`src/rtl/tx_stream_arbiter.sv`:
```
// Packet-level round-robin arbiter sharing one byte-stream TX path among N_REQ sources.
// Grant is held until the granted source's last beat or a forced last at MAX_BEATS.
//
// state  | meaning
// IDLE   | no grant; pick the next valid requester from ptr, one-cycle arbitration
// STREAM | granted requester muxed straight through to the TX datapath
// GAP    | inter-packet idle, GAP_CYCLES long, nothing granted
module tx_stream_arbiter #(
  parameter int N_REQ      = 4,
  parameter int DATA_WIDTH = 8,
  parameter int MAX_BEATS  = 1500,
  parameter int GAP_CYCLES = 0
) (
  input  logic                        i_clock,
  input  logic                        i_reset,
  input  logic [N_REQ-1:0]            i_valid,
  input  logic [N_REQ*DATA_WIDTH-1:0] i_data,
  input  logic [N_REQ-1:0]            i_last,
  output logic [N_REQ-1:0]            o_ready,
  output logic                        o_valid,
  output logic [DATA_WIDTH-1:0]       o_data,
  output logic                        o_last,
  input  logic                        i_ready,
  output logic [N_REQ-1:0]            o_grant,
  output logic                        o_busy,
  output logic                        o_trunc
);

  localparam int IDX_W = (N_REQ > 1) ? $clog2(N_REQ) : 1;
  localparam int CNT_W = $clog2(MAX_BEATS + 1);
  localparam int GAP_W = 8;

  localparam logic [CNT_W-1:0] FORCE_CNT = CNT_W'(MAX_BEATS - 1);
  localparam logic [IDX_W-1:0] LAST_IDX  = IDX_W'(N_REQ - 1);
  localparam logic [GAP_W-1:0] GAP_LOAD  = GAP_W'(GAP_CYCLES - 1);
  localparam logic [IDX_W:0]   N_WIDE    = (IDX_W + 1)'(N_REQ);

  typedef enum logic [1:0] {
    ST_IDLE   = 2'd0,
    ST_STREAM = 2'd1,
    ST_GAP    = 2'd2
  } state_t;

  state_t             state_q,    state_d;
  logic [N_REQ-1:0]   grant_q,    grant_d;
  logic [IDX_W-1:0]   gidx_q,     gidx_d;
  logic [IDX_W-1:0]   ptr_q,      ptr_d;
  logic [CNT_W-1:0]   beat_cnt_q, beat_cnt_d;
  logic [GAP_W-1:0]   gap_cnt_q,  gap_cnt_d;

  logic               any_valid;
  logic [IDX_W-1:0]   sel_idx;
  logic [IDX_W:0]     cand;

  logic               in_stream;
  logic               g_valid;
  logic               g_last;
  logic [DATA_WIDTH-1:0] g_data;
  logic               force_last;
  logic               xfer;
  logic               pkt_end;

  // Scan from the highest offset down so the lowest offset from ptr wins.
  always_comb begin
    sel_idx   = ptr_q;
    any_valid = 1'b0;
    cand      = '0;
    for (int k = N_REQ - 1; k >= 0; k--) begin
      cand = {1'b0, ptr_q} + (IDX_W + 1)'(k);
      if (cand >= N_WIDE) begin
        cand = cand - N_WIDE;
      end
      if (i_valid[cand[IDX_W-1:0]]) begin
        sel_idx   = cand[IDX_W-1:0];
        any_valid = 1'b1;
      end
    end
  end

  assign in_stream  = (state_q == ST_STREAM);
  assign g_valid    = i_valid[gidx_q];
  assign g_last     = i_last[gidx_q];
  assign g_data     = i_data[gidx_q*DATA_WIDTH +: DATA_WIDTH];
  assign force_last = (beat_cnt_q == FORCE_CNT);
  assign xfer       = in_stream & g_valid & i_ready;
  assign pkt_end    = g_last | force_last;

  assign o_valid = in_stream & g_valid;
  assign o_data  = in_stream ? g_data : '0;
  assign o_last  = in_stream & pkt_end;
  assign o_ready = in_stream ? (grant_q & {N_REQ{i_ready}}) : '0;
  assign o_grant = in_stream ? grant_q : '0;
  assign o_busy  = (state_q != ST_IDLE);
  assign o_trunc = xfer & force_last & ~g_last;

  always_comb begin
    state_d    = state_q;
    grant_d    = grant_q;
    gidx_d     = gidx_q;
    ptr_d      = ptr_q;
    beat_cnt_d = beat_cnt_q;
    gap_cnt_d  = gap_cnt_q;

    case (state_q)
      ST_IDLE: begin
        if (any_valid) begin
          state_d          = ST_STREAM;
          grant_d          = '0;
          grant_d[sel_idx] = 1'b1;
          gidx_d           = sel_idx;
          ptr_d            = (sel_idx == LAST_IDX) ? '0 : sel_idx + 1'b1;
          beat_cnt_d       = '0;
        end
      end

      ST_STREAM: begin
        // A dropped valid mid-packet simply stalls here; the grant is kept.
        if (xfer) begin
          if (pkt_end) begin
            beat_cnt_d = '0;
            grant_d    = '0;
            if (GAP_CYCLES == 0) begin
              state_d = ST_IDLE;
            end else begin
              state_d   = ST_GAP;
              gap_cnt_d = GAP_LOAD;
            end
          end else begin
            beat_cnt_d = beat_cnt_q + 1'b1;
          end
        end
      end

      ST_GAP: begin
        if (gap_cnt_q == '0) begin
          state_d = ST_IDLE;
        end else begin
          gap_cnt_d = gap_cnt_q - 1'b1;
        end
      end

      default: begin
        state_d = ST_IDLE;
        grant_d = '0;
      end
    endcase
  end

  always_ff @(posedge i_clock) begin
    if (i_reset) begin
      state_q    <= ST_IDLE;
      grant_q    <= '0;
      gidx_q     <= '0;
      ptr_q      <= '0;
      beat_cnt_q <= '0;
      gap_cnt_q  <= '0;
    end else begin
      state_q    <= state_d;
      grant_q    <= grant_d;
      gidx_q     <= gidx_d;
      ptr_q      <= ptr_d;
      beat_cnt_q <= beat_cnt_d;
      gap_cnt_q  <= gap_cnt_d;
    end
  end

endmodule

```
`config.mk`:
```
export PLATFORM = sky130hd
export DESIGN_NAME = tx_stream_arbiter
export DESIGN_NICKNAME = d
export VERILOG_FILES = /design/src/rtl/tx_stream_arbiter.sv
export SDC_FILE = /design/constraint.sdc
export NUM_CORES = 1
export LEC_CHECK = 0
export BUFFER_PORTS_ARGS = -buffer_cell sky130_fd_sc_hd__buf_2
export CELL_PAD_IN_SITES_DETAIL_PLACEMENT = 1
export CELL_PAD_IN_SITES_GLOBAL_PLACEMENT = 2
export CORE_MARGIN = 2
export CORE_UTILIZATION = 27
export DETAILED_ROUTE_END_ITERATION = 8
export PLACE_DENSITY = 0.83
export SYNTH_ARGS = -nofsm -noshare
export SYNTH_HDL_FRONTEND = slang
export SYNTH_SLANG_ARGS = --single-unit
```
`constraint.sdc`:
```
create_clock -name i_clock -period 2.4 [get_ports i_clock]
set_input_delay 0.24 -clock i_clock [delete_from_list [all_inputs] [get_ports i_clock]]
set_output_delay 0.24 -clock i_clock [all_outputs]
set_load 0.05 [all_outputs]
```
## Word-level counts from Yosys, hierarchy flattened

Index checks and enable logic that the tools add are counted.

| word-level totals | value |
|---|---|
| flip-flop bits (word level) | 29 |
| bits in latches | 0 |
| bits in writable memories | 0 |
| ROM bits | 0 |
| bits of input ports | 43 |
| output and inout port bits | 20 |
| word-level logic and storage cells | 99 |
| memories | 0 |

| operators by class | value |
|---|---|
| add/sub/neg operators | 10 |
| $mul | 0 |
| div/mod/pow operators | 0 |
| magnitude comparators | 11 |
| eq/ne operators | 8 |
| shift operators | 1 |
| muxes and demuxes | 43 |
| bitwise operators | 10 |
| reduce and logical (&&, ||, !) cells | 10 |

Operators by type and width:

| operator | number |
|---|---|
| $mux W11 | 3 |
| $shiftx A32 B6 Y8 | 1 |
| $mux W2 | 13 |
| $pmux W11 S2 | 1 |
| $mux W4 | 5 |
| $lt A2 B3 Y1 const B | 6 |
| $bmux W1 S2 | 6 |
| $pmux W4 S3 | 1 |
| $add A11 B1 Y11 const B | 1 |
| $eq A11 B11 Y1 const B | 1 |
| $mux W1 | 11 |
| $ge A3 B3 Y1 const B | 3 |
| $logic_not A8 Y1 | 1 |
| $mux W8 | 1 |
| $reduce_and A4 Y1 | 2 |
| $sub A2 B1 Y2 const B | 4 |
| $sub A8 B1 Y8 const B | 1 |
| $add A2 B2 Y3 const B | 2 |
| $pmux W2 S3 | 1 |
| $and A1 B1 Y1 | 5 |
| $and A4 B4 Y4 | 1 |
| $eq A2 B2 Y1 const B | 2 |
| $ne A2 B1 Y1 const B | 2 |
| $ne A2 B2 Y1 const B | 2 |
| 13 further kinds | 17 |

## Depth between registers and ports, before layout

| logic depth | value |
|---|---|
| depth after elaboration | 15 |
| mapped depth | 9 |

## Least setup slack after synthesis

Ideal clock, no wire load.

| timing path | value |
|---|---|
| kind | register to output |
| from | register beat_cnt_q[0] |
| to | output o_trunc |
| data arrival time | 2.209 ns |
| required time | 2.160 ns |
| path slack | -0.049 ns |
| cell stages (with the launch flop) | 5 |
| path through | dfxtp_1 -> ha_1 -> nor4bb_1 -> nand3_1 -> nor3_1 |

| on the way | value |
|---|---|
| word-level cells in the longest chain between the ends | 3 |

Ends and longest elaborated chain:

| element | line | source |
|---|---|---|
| from (decl) | 48 | `logic [CNT_W-1:0] beat_cnt_q, beat_cnt_d;` |
| from (signal assigned) | 162 | `beat_cnt_q <= beat_cnt_d;` |
| $eq A11 B11 Y1 | 84 | `assign force_last = (beat_cnt_q == FORCE_CNT);` |
| $and A1 B1 Y1 (2 in series) | 94 | `assign o_trunc = xfer & force_last & ~g_last;` |
| to (decl) | 26 | `output logic o_trunc` |

Every way passes these cells.

## Final worst setup path

Same ends and word-level chain as after synthesis.

==> metrics.cfg <==
[routing]
wl_cell_um=16.0
detail_route.first_pass.iterations=4
viasPerCell=5.27
wl_um=4820
detail-route-antenna-nets=0
number_of_vias_in_the_routed_layout=1593
drc_errors=0
drt_iter0_drc=35

[critical_path]
worstSetupPathDepth=5
timing.setup.critical_path_class=flip-flop to output port
critical_path_peak_fanout=6
critical_path.slowest_cell=nor4bb_2
path_cells=ha_1, nor4bb_2, nand3_1, nor3_2, buf_2
capturing_element_type_of_the_critical_path=output port
cp_max_stage_delay_ps=400
path_delay_family=simple AND/OR/NAND/NOR gates
critical_path.endpoint=o_trunc
r2r_cells=4
endpoint_of_the_lowest_slack_register_to_register_path=beat_cnt_q[8]
timing.critical_path.from_type=flip-flop
crit-reg2reg-launch=gidx_q[0]
cp.required_ps=2160
r2r_setup_slack_ps=420
critical_path_buf_inv_count=1
worst_setup_startpoint=beat_cnt_q[0]
worst_ep_arrival_time_ps=1950

[floorplan]
top_level_ports=63
die_w_um=79.7
die_height_um=79.7
floorplan.die_area_um2=6360
initial_core_util_pct=28.0
placementRows=27
core_area_um2=5540

[worst_hold_path]
worstHoldPathType=input port to flip-flop
whs_path_depth=2

[place]
port-buffer-count=62
place_hpwl_um=3710
pre_cts_slack_ps=360
gp_congestion=0.771

[global_route]
antenna_violations_before_repair=0
grt_start_max_net_pins=19
grtUsageTotal_pct=15.2
globalRoute.totalOverflow=0
grt_first_pass_wirelength_um=7710
vias_in_the_first_global_route=1620

[power_and_ir_drop]
power-per-cell-area_nw_per_um2=474
vdd.ir_drop.worst_uv=171
total_leakage_power_nw=0.884

[yosys]
netlist_top_cells_area=dfxtp_1, mux4_1, a21oi_1, and2_1, and3_1
post_synth_inst_count=170
synth_largest_area_cell=dfxtp_1
number_of_synthesized_register_bits=20
syn_avg_cell_area_um2=9.11
synth_area_um2=1550
yosysUniqueCellTypes=40
sequential_element_share_of_the_synthesized_area_pct=25.8
synth.yosys.warnings=0
synth.top_cell.area_share_pct=25.8
post_syn_nets=218

[clock_tree]
clkSinkCount=20
ctsLongestPathBuffers=2
cts_inserted_buffers=3
postCtsHoldBufs=0
cts_tree=done
clk-insertion-delay-late_ps=260
post-cts-setup-buffers=0
root_buffer=clkbuf_8
post_cts_resized=0
number_of_h_tree_branching_levels=1
clkTransAtPathRegs_ps=70

[sta]
setup_repair_after_global_routing_missed_its_margin=false
postLayoutSetupSlackWorst_ps=207
fin_setup_tns_ps=0
worst_pin_slew_ps=530
timing.final.crit_period_ps=2190
fmax_mhz=456
max-slew-margin-rel_pct=63.8
maxSlewViolCount=0
final-hold-violation-count=0
setup-violations-final=0
timing.clock.skew_ps=2.25
final_min_period_over_clock_period_pct=91.4

[finish]
n_antenna_cell=0
nFillCells=700
layout.nets=280
synthToLayoutAreaGrowth_pct=27.7
drive_above_1_share_pct=33.9

[flow_run]
maxCapViolCount=0

[run_status]
outcome=completed

## power breakdown
group,total [mW],internal [mW],switching (mW)
registers,0.366,0.348,0.0180
logic,0.347,0.133,0.214
clock network,0.225,0.112,0.113
total,0.938,0.593,0.346
## final cells by class
cell class / count / area, um^2 / share of cell area (%)
multi-input combinational: 133 / 1070 / 54.2
sequential: 20 / 400 / 20.2
timing repair buffer: 67 / 348 / 17.6
tap: 72 / 90.1 / 4.55
clock buffer: 3 / 41.3 / 2.09
inverter: 7 / 26.3 / 1.33
## layer usage
layer | vias up | GRT usage (%) | wire, um
li1 | 775 | - | -
met5 | - | 0 | 0
met4 | 0 | 3.05 | 26
met3 | 2 | 3.17 | 393
met2 | 55 | 26.7 | 2250
met1 | 761 | 19.2 | 2150
## registers in the layout (all words and copies together) (netlist names)
signal and flops:
state_q 1, ptr_q 2, gidx_q 2, grant_q 4, beat_cnt_q 11
## cells in the mapped netlist (all sizes together)
cell     count
o211a        2
o21ai       13
or3          4
mux2i        1
mux4        10
xor2         1
nor2         8
nand2        4
a31oi        1
o221ai       1
nor3b        2
nor2b        2
a21boi       1
a21oi       21
and3b        2
o21bai       1
nor4bb       1
a22o         1
a2111oi      1
xnor2        1
dfxtp       20
buf          5
and2        14
a22oi        1
or4          2
nor3         4
nor4         1
o21a         1
clkbuf       5
ha           5
nand3        8
o31ai        2
a211oi       1
inv          7
and3        14
o2111ai      2
## worst min path at each step
stage,from,to
floorplan,beat_cnt_q[5],beat_cnt_q[5]
global placement,beat_cnt_q[8],beat_cnt_q[8]
detailed placement,beat_cnt_q[5],beat_cnt_q[5]
CTS,i_reset,gidx_q[1]
global route,i_reset,gidx_q[1]
finish,i_reset,gidx_q[1]
## logic make-up (layout without fill, tap and decap cells)
logic type / after synthesis / count (layout) / synth area share [%]
AO/OA/AOI/OAI: 49 / 49 / 20.6
XOR/XNOR: 2 / 2 / 1.13
adder cells (fa/ha/maj): 5 / 5 / 4.04
buffers and inverters: 17 / 77 / 5.65
flip-flops: 20 / 20 / 25.8
multiplexers: 11 / 11 / 17.4
AND/OR/NAND/NOR: 66 / 66 / 25.4
## layout by cell type (no fill, tap or decap), types with 2 or more instances in the layout
| cell type | netlist | routed |
|---|---|---|
| buf_2 | 1 | 62 |
| a21oi_1 | 21 | 21 |
| dfxtp_1 | 20 | 20 |
| and2_1 | 14 | 14 |
| and3_1 | 14 | 14 |
| o21ai_0 | 13 | 13 |
| mux4_1 | 9 | 9 |
| nor2_1 | 8 | 8 |
| nand3_1 | 8 | 8 |
| inv_1 | 7 | 7 |
| ha_1 | 5 | 5 |
| buf_4 | 0 | 5 |
| nand2_1 | 4 | 4 |
| or3_1 | 4 | 4 |
| nor3_1 | 4 | 3 |
| clkbuf_8 | 0 | 3 |
| and3b_1 | 2 | 2 |
| nor2b_1 | 2 | 2 |
| o211a_1 | 2 | 2 |
| or4_1 | 2 | 2 |
| o2111ai_1 | 2 | 2 |
| o31ai_1 | 2 | 2 |
## per-stage QoR
| stage | std cells | power (mW) | instance area, um^2 | util (%) | hold WS, ps |
|---|---|---|---|---|---|
| floorplan | 170 | 0.622 | 1550 | - | 446 |
| global placement | 299 | 0.715 | 1930 | 34.8 | 467 |
| detailed placement | 299 | 0.722 | 1930 | 34.8 | 477 |
| CTS | 302 | 0.948 | 1970 | 35.6 | 270 |
| global route | 302 | 0.997 | 1980 | 35.7 | 273 |
| finish | 302 | 0.938 | 1980 | 35.7 | 274 |
Power figures use the tool's default switching activity.
